### src/rtl/quad_decoder.sv
// Quadrature decoder front end: channel sync, glitch filter, Gray decode,
// and a loadable wrapping position register with sticky illegal-step flag.
module quad_decoder #(
   parameter int counter_size  = 32,
   parameter int filter_cycles = 4
) (
   input  logic                    clk,
   input  logic                    res_n,
   input  logic                    enable,
   input  logic                    a_in,
   input  logic                    b_in,
   input  logic                    load,
   input  logic [counter_size-1:0] pos_in,
   input  logic                    err_clr,
   output logic                    step,
   output logic                    dir,
   output logic [counter_size-1:0] pos_out,
   output logic                    overflow,
   output logic                    err
);

   localparam logic [7:0] FLIM = 8'(filter_cycles - 1);
   localparam logic [8:0] ILIM = 9'(filter_cycles + 1);

   typedef enum logic {
      ST_INIT,
      ST_RUN
   } state_t;

   state_t                  r_state;
   logic [8:0]              r_icnt;
   logic [1:0]              r_s1;
   logic [1:0]              r_s2;
   logic [1:0]              r_prev;
   logic [1:0]              w_filt;
   logic                    w_run;
   logic                    w_up;
   logic                    w_dn;
   logic                    w_ill;
   logic                    r_step;
   logic                    r_dir;
   logic                    r_ovf;
   logic                    r_err;
   logic [counter_size-1:0] r_pos;

   assign w_run = (r_state == ST_RUN);

   // Two-flop synchroniser; bit 1 carries A, bit 0 carries B
   always_ff @(posedge clk) begin
      if (!res_n) begin
         r_s1 <= 2'b00;
         r_s2 <= 2'b00;
      end else begin
         r_s1 <= {a_in, b_in};
         r_s2 <= r_s1;
      end
   end

   // Settling window after reset before decoding starts
   always_ff @(posedge clk) begin
      if (!res_n) begin
         r_state <= ST_INIT;
         r_icnt  <= '0;
      end else if (r_state == ST_INIT) begin
         if (r_icnt == ILIM) begin
            r_state <= ST_RUN;
            r_icnt  <= '0;
         end else begin
            r_icnt <= r_icnt + 1'b1;
         end
      end
   end

   for (genvar g = 0; g < 2; g++) begin : g_filt
      logic       r_f;
      logic [7:0] r_cnt;

      // Accept a level only after it has differed for filter_cycles edges
      always_ff @(posedge clk) begin
         if (!res_n) begin
            r_f   <= 1'b0;
            r_cnt <= '0;
         end else if (!w_run) begin
            r_f   <= r_s2[g];
            r_cnt <= '0;
         end else if (r_s2[g] == r_f) begin
            r_cnt <= '0;
         end else if (r_cnt == FLIM) begin
            r_f   <= r_s2[g];
            r_cnt <= '0;
         end else begin
            r_cnt <= r_cnt + 1'b1;
         end
      end

      assign w_filt[g] = r_f;
   end

   // Classify previous vs current filtered code {a,b}
   always_comb begin
      w_up  = 1'b0;
      w_dn  = 1'b0;
      w_ill = 1'b0;
      unique case ({r_prev, w_filt})
         4'b0001, 4'b0111, 4'b1110, 4'b1000: w_up  = w_run;
         4'b0010, 4'b1011, 4'b1101, 4'b0100: w_dn  = w_run;
         4'b0011, 4'b1100, 4'b0110, 4'b1001: w_ill = w_run;
         default: ;
      endcase
   end

   // Previous code follows the synced level during INIT so RUN starts clean
   always_ff @(posedge clk) begin
      if (!res_n) begin
         r_prev <= 2'b00;
      end else if (!w_run) begin
         r_prev <= r_s2;
      end else begin
         r_prev <= w_filt;
      end
   end

   // Position, step and overflow; load beats a coincident step
   always_ff @(posedge clk) begin
      if (!res_n) begin
         r_pos  <= '0;
         r_step <= 1'b0;
         r_dir  <= 1'b0;
         r_ovf  <= 1'b0;
      end else begin
         r_step <= 1'b0;
         r_ovf  <= 1'b0;
         if (load) begin
            r_pos <= pos_in;
         end else if (enable && w_up) begin
            r_pos  <= r_pos + 1'b1;
            r_step <= 1'b1;
            r_dir  <= 1'b1;
            r_ovf  <= &r_pos;
         end else if (enable && w_dn) begin
            r_pos  <= r_pos - 1'b1;
            r_step <= 1'b1;
            r_dir  <= 1'b0;
            r_ovf  <= ~|r_pos;
         end
      end
   end

   // Sticky error; a fresh illegal step wins over a clear
   always_ff @(posedge clk) begin
      if (!res_n) begin
         r_err <= 1'b0;
      end else if (w_ill) begin
         r_err <= 1'b1;
      end else if (err_clr) begin
         r_err <= 1'b0;
      end
   end

   assign step     = r_step;
   assign dir      = r_dir;
   assign pos_out  = r_pos;
   assign overflow = r_ovf;
   assign err      = r_err;

endmodule

### config.mk
export PLATFORM = sky130hd
export DESIGN_NAME = quad_decoder
export DESIGN_NICKNAME = d
export VERILOG_FILES = /design/src/rtl/quad_decoder.sv
export SDC_FILE = /design/constraint.sdc
export NUM_CORES = 1
export LEC_CHECK = 0
export BUFFER_PORTS_ARGS = -buffer_cell sky130_fd_sc_hd__buf_4
export CAP_MARGIN = 25
export CORE_MARGIN = 5
export CORE_UTILIZATION = 30
export CTS_BUF_LIST = sky130_fd_sc_hd__clkbuf_8
export CTS_CLUSTER_SIZE = 25
export DETAILED_ROUTE_END_ITERATION = 16
export HOLD_SLACK_MARGIN = 0.08
export PLACE_DENSITY = 0.52
export SLEW_MARGIN = 20
export SYNTH_ARGS = -nofsm -noshare
export SYNTH_HDL_FRONTEND = slang
export SYNTH_SLANG_ARGS = --single-unit
### constraint.sdc
create_clock -name clk -period 3.5 [get_ports clk]
set_clock_uncertainty 0.05 [all_clocks]
set_input_delay 0.7 -clock clk [delete_from_list [all_inputs] [get_ports clk]]
set_output_delay 0.7 -clock clk [all_outputs]
set_load 0.1 [all_outputs]
* Yosys cells after proc, flatten, opt, wreduce, memory -nomap -nowiden *
Cells that the tools add are included.

word-level totals
  output and inout port bits = 36
  word-level logic and storage cells = 84
  register bits = 70

operators by class
  add/subtract/negate cells = 5
  equal/unequal tests = 21
  bitwise logic cells = 3
  muxes and demuxes = 24
  reduce and logical (&&, ||, !) cells = 17

operators with widths
  kind                   number
  $mux 32                3
  $add 32x1->32 const B  1
  $reduce_and 32->1      1
  $reduce_or 32->1       1
  $sub 32x1->32 const B  1
  $eq 4x4->1 const B     6
  $reduce_or 4->1        5
  $mux 1                 19
  $add 8x1->8 const B    2
  $eq 8x2->1 const B     2
  $eq 4x3->1 const B     3
  $add 9x1->9 const B    1
  $eq 9x3->1 const B     1
  $mux 9                 1
  $eq 4x2->1 const B     2
  $reduce_and 2->1       3
  $eq 4x1->1 const B     1
  $ne 2x1->1 const B     2
  $ne 2x2->1 const B     2
  $reduce_bool 2->1      2
  $not 1->1              3
  $reduce_bool 3->1      1
  $eq 1x1->1             2
  $logic_and 1x1->1      2
  3 further kinds        3

* Longest topological paths before layout *
  word-level depth = 7
  mapped depth = 14

* Worst setup path before layout *
OpenSTA, ideal clock, no wires.

  path type = reg-to-reg
  start point = reg g_filt[0].r_f
  end point = reg r_pos[29] (netlist: pos_out[29])
  buffers on the path = 1
  period minus slack after synthesis = 3.815 ns
  path slack = -0.315 ns
  cell stages (with the launch flop) = 14
  arrival = 3.685 ns
  required time = 3.370 ns
  cell sequence = dfxtp_1 -> clkbuf_2 -> xor2_1 -> and2_1 -> nand3_1 -> ha_1 -> o21ai_2 -> a21oi_1 -> o311a_1 -> o21ai_2 -> a211o_2 -> a21oi_2 -> mux2_4 -> a211oi_2

on the way
  cells in the longest elaborated chain, start to end = 6
  elaborated cells between the ends (all ways) = 17
  those cells by class = eq/ne: 8; mux: 4; reduce/logical: 5

ends and longest elaborated chain
  item                                line  source
  from (decl)                         75    logic r_f;
  from (signal assigned)              84    r_f <= r_s2[g];
  from (signal assigned)              89    r_f <= r_s2[g];
  $eq 4x1->1 (tied with other cells)  104   unique case ({r_prev, w_filt})
  $reduce_or 4->1                     104
  $mux 1                              104
  $logic_and 1x1->1                   135   end else if (enable && w_up) begin
  $mux 32                             135
  $mux 32                             133   if (load) begin
  to (signal assigned)                134   r_pos <= pos_in;
  to (signal assigned)                136   r_pos <= r_pos + 1'b1;
  to (signal assigned)                141   r_pos <= r_pos - 1'b1;
  to (decl)                           44    logic [counter_size-1:0] r_pos;

Parallel ways exist; a longest one is shown, timed or not.
A chain may end at the register's enable or synchronous reset.

* Final worst setup path *
  start point = reg r_prev[1]
  end point = reg r_pos[30] (netlist: pos_out[30])

on the way
  cells in the longest elaborated chain, start to end = 6
  elaborated cells between the ends (all ways) = 17
  those cells by class = eq/ne: 8; mux: 4; reduce/logical: 5

ends and longest elaborated chain
  item                                line  source
  from (decl)                         34    logic [1:0] r_prev;
  from (signal assigned)              117   r_prev <= r_s2;
  from (signal assigned)              119   r_prev <= w_filt;
  $eq 4x1->1 (tied with other cells)  104
  $reduce_or 4->1                     104
  $mux 1                              104
  $logic_and 1x1->1                   135
  $mux 32                             135
  $mux 32                             133

Parallel ways exist; a longest one is shown, timed or not.

==> results.md <==
CTS:
- The insertion delay of the later-clocked pin in the worst-skew pair is 0.38 ns.
- For this design, the sink count on the clock tree is 70.
- The H-tree was split into 3 levels.
- In this run, post-CTS hold repair placed 0 buffers.
- The root buffer cell is sky130_fd_sc_hd__clkbuf_8.
- The number of buffers added by the clock tree synthesis step is 9.
- Post-CTS timing repair inserted 0 buffers for setup.
- The clock tree from TritonCTS is built.
- The maximum count of clock buffers along a single path is 2.
- The number of gates given a new drive strength after cts is 0.
- Clock-pin slew was measured on the worst setup and hold paths at ~0.080 ns.

Route:
- Dividing the detail-routed via count by the number of cells gives 5.20.
- The detail-routed net length per standard cell is 16.5 um.
- The detail route stage leaves a number of antenna-violating nets equal to 0.
- The pre-antenna-repair detailed-routing pass consisted of 5 iterations.
- For this block, the via count after detailed routing is roughly 4800.
- The DRC violation count after routing is 0.
- The number of DRC violations after detailed-routing iteration 0 is 283.
- Summed over all layers, the routed wires come to ~15000 um.

Synth:
- In the synthesized netlist, the number of instances is 631.
- The share of the Yosys chip area taken by registers is 0.288.
- The synthesized area divided by synthesized cell count is 7.70 sq um.
- The count of synthesis-stage warnings from yosys is 0.
- The count of state elements after synthesis is 70.
- The top flip-flop cell by instance count after synthesis is sky130_fd_sc_hd__dfxtp_1.
- The proportion of netlist area held by the largest area contributor is 0.288.
- The most common cell in the netlist is sky130_fd_sc_hd__dfxtp_1.
- Counting flops with an async set or reset pin after synthesis yields a share of 0.
- The count of flip-flops with a built-in enable after synthesis is 0.
- By area the synthesized netlist is led by sky130_fd_sc_hd__dfxtp_1 29%, sky130_fd_sc_hd__ha_1 8.8%, sky130_fd_sc_hd__a21oi_1 7.0%.
- After synthesis, the most frequently instantiated cells are 70 x sky130_fd_sc_hd__dfxtp_1, 68 x sky130_fd_sc_hd__a21oi_1, 66 x sky130_fd_sc_hd__nand2_1, 66 x sky130_fd_sc_hd__nor2_1, 34 x sky130_fd_sc_hd__ha_1.
- The number of nets in the synthesized netlist is 705.
- Summing every instance area after synthesis gives approximately 5000 sq um.
- The biggest area contributor in the post-synthesis netlist is sky130_fd_sc_hd__dfxtp_1.
- The number of different library cells used by synthesis comes to 68.

Worst setup path:
- The slowest stage of the critical path belongs to the cell sky130_fd_sc_hd__ha_2.
- The kind of end point of the critical path is a register.
- The data arrival at the endpoint of the critical path is 3.43 ns.
- In this design, the stage delay of the slowest critical-path cell is roughly 0.4 ns.
- Along the worst path, the maximum fanout reaches 27.
- Walking the worst path, the cells encountered are xor2_1 > and2_4 > nand3_2 > buf_12 > ha_2 > nand2_1 > or3_1 > a21oi_2 > o2111ai_1 > a211oi_1 > a221o_1 > xnor2_1 > o22ai_1.
- The worst setup path is of the register to register kind.
- STA puts the critical path data required time at 3.68 ns.
- STA classifies the critical path startpoint as a register.
- The worst reg-to-reg setup slack is 0.25 ns.

Flow run:
- The number of maximum-capacitance constraint violations is 0.

STA:
- The number of pins exceeding their max-slew limit in the final report is 0.
- The clock period minus final worst setup slack is 3.25 ns.
- Timing would allow up to between 0.3 and 0.4 GHz.
- Setup repair after global routing left no endpoint under its margin.
- The worst hold margin is 0.396 ns.
- The share of the clock period used by the worst path after layout is 0.927.
- The final hold violation count is 0.
- The measured slew at the worst slew-check pin is 0.787 ns.
- The setup TNS is 0 ns.
- In this run the tightest slew margin relative to its limit is 0.475.
- The final setup violation count is 0.

Die:
- The effective utilization at floorplan is 0.306.
- The boundary pin count is 75.
- The horizontal extent of the die is 137 um.
- The die is approximately 140 um tall.
- The count of standard-cell rows is 46.
- The die footprint is 18800 sq um.
- The floorplan core area is approximately 16000 sq um.

Power:
- Of the total power, the clock network draws 0.314.
- The total power after layout is 0.00240 W.
- The power density relative to cell area is 406 nW/um^2.
- The proportion of power drawn by combinational gates is 0.319.
- IR analysis of the VDD net gives a maximum drop of roughly 200 uV.
- Of the total power, the share spent switching nets is 0.370.
- The analysis attributes to cell leakage a power of about 2.5 nW.
- The sequential share of power is 0.366.
- The internal power summed over all cells is 0.00151 W.
- In this run the power spent charging and discharging nets is just under 0.0009 W.

Placed design:
- In this run the tool buffered the top-level ports with 74 buffer cells.
- Detailed placement ended at an HPWL of roughly 11000 um.
- The routability-driven placement congestion ratio is between 0.9 and 1.

GRT:
- The first global-routing pass estimated between 20000 and 25000 um of wire.
- The number of global-route vias before repair was 4876.
- The largest net degree at the start of global routing is 35.
- The remaining global-route overflow is 0.
- The number of antenna violations at the first check in global routing is 0.
- Across every metal layer, demand over resource in global routing totals 0.167.

Layout:
- The net count of the finished layout is 774.
- The synthesis-to-finish area growth is 21.7%.
- The number of antenna diodes in the final layout is 0.
- The utilization after layout is 0.372.
- The layout cell share with drive strength beyond 1 is 0.182.

Outcome:
- The run finished with clean final reports.

Hold path:
- The path class of the tightest hold or removal check is register to register.
placed cells by master, fill, tap and decap left out, types with 9 or more instances in the layout:
cell type	n
sky130_fd_sc_hd__nor3_1	16
sky130_fd_sc_hd__nand3_1	19
sky130_fd_sc_hd__xor2_1	25
sky130_fd_sc_hd__dfxtp_1	70
sky130_fd_sc_hd__o21ai_0	31
sky130_fd_sc_hd__ha_1	33
sky130_fd_sc_hd__nor2_1	66
sky130_fd_sc_hd__a21oi_1	68
sky130_fd_sc_hd__a21o_1	12
sky130_fd_sc_hd__xnor2_1	23
sky130_fd_sc_hd__nor4_1	11
sky130_fd_sc_hd__buf_4	87
sky130_fd_sc_hd__and3_1	13
sky130_fd_sc_hd__nand4_1	20
sky130_fd_sc_hd__inv_1	19
sky130_fd_sc_hd__clkbuf_8	9
sky130_fd_sc_hd__nand2_1	66
logic make-up after synthesis:
| kind of cell | Yosys count | share of synthesized area |
|---|---|---|
| simple gates | 238 | 0.234 |
| compound gates | 182 | 0.242 |
| flops | 70 | 0.288 |
| buf+inv | 51 | 0.0425 |
| xor+xnor | 48 | 0.0865 |
| fa+ha+maj | 35 | 0.0917 |
| mux | 7 | 0.0154 |
state kept, by name, summed over array words and instances (netlist names):
| register | flops |
|---|---|
| dir | 1 |
| err | 1 |
| g_filt.r_cnt | 16 |
| g_filt.r_f | 2 |
| overflow | 1 |
| pos_out | 32 |
| r_icnt | 9 |
| r_prev | 2 |
| r_s1 | 2 |
| r_s2 | 2 |
| r_state | 1 |
| step | 1 |
per-stage QoR:
| step | setup WS [ns] | instance area (sq um) | std cells |
|---|---|---|---|
| 2_1_floorplan | 0.0596 | 4860 | 631 |
| 3_3_place_gp | 0.216 | 5680 | 905 |
| 3_5_place_dp | 0.167 | 5680 | 905 |
| 4_1_cts | 0.178 | 5900 | 921 |
| 5_1_grt | 0.0304 | 5910 | 921 |
| 6_report | 0.254 | 5910 | 921 |
cell type report:
| cell class | instances | area [sq um] |
|---|---|---|
| clock buffers | 9 | 124 |
| clock inverters | 7 | 96.3 |
| fillers | 1703 | 9970 |
| inverters | 21 | 78.8 |
| multi-input cells | 510 | 3270 |
| flip-flops and latches | 70 | 1400 |
| well taps | 216 | 270 |
| repair buffers | 88 | 673 |
worst max-delay path, delay by kind of cell, from the launching register on:
kind | cells | cell delay [ns]
AO/OA/AOI/OAI | 5 | 1.03
AND/OR/NAND/NOR | 4 | 0.76
adder cells (fa/ha/maj) | 1 | 0.40
flip-flops | 1 | 0.37
XOR/XNOR | 2 | 0.31
buffers and inverters | 1 | 0.17
routing by layer:
metal,share of wire,vias up,wire length [um],GRT usage
met5,0,-,0,0
met4,0.015,0,224,0.0382
met3,0.052,19,783,0.0442
met2,0.46,134,7040,0.271
met1,0.47,2220,7140,0.222
li1,-,2413,-,-
power groups by stage:
stage	logic, W	clock network, W	registers, W
2_1_floorplan	0.000419	0	0.00104
3_3_place_gp	0.000761	0	0.000899
3_5_place_dp	0.000760	0	0.000898
4_1_cts	0.000764	0.000791	0.000880
5_1_grt	0.000840	0.000810	0.000885
6_report	0.000767	0.000755	0.000879
final timing paths:
kind / to / cells after the start / start
worst min register to register: r_s2[0] / 1 / r_s1[0]
worst max-delay path: pos_out[30] / 13 / r_prev[1]
worst max register to register: pos_out[30] / 13 / r_prev[1]
worst min-delay path: r_s2[0] / 1 / r_s1[0]
No activity file was read; power rests on OpenSTA's default activity.
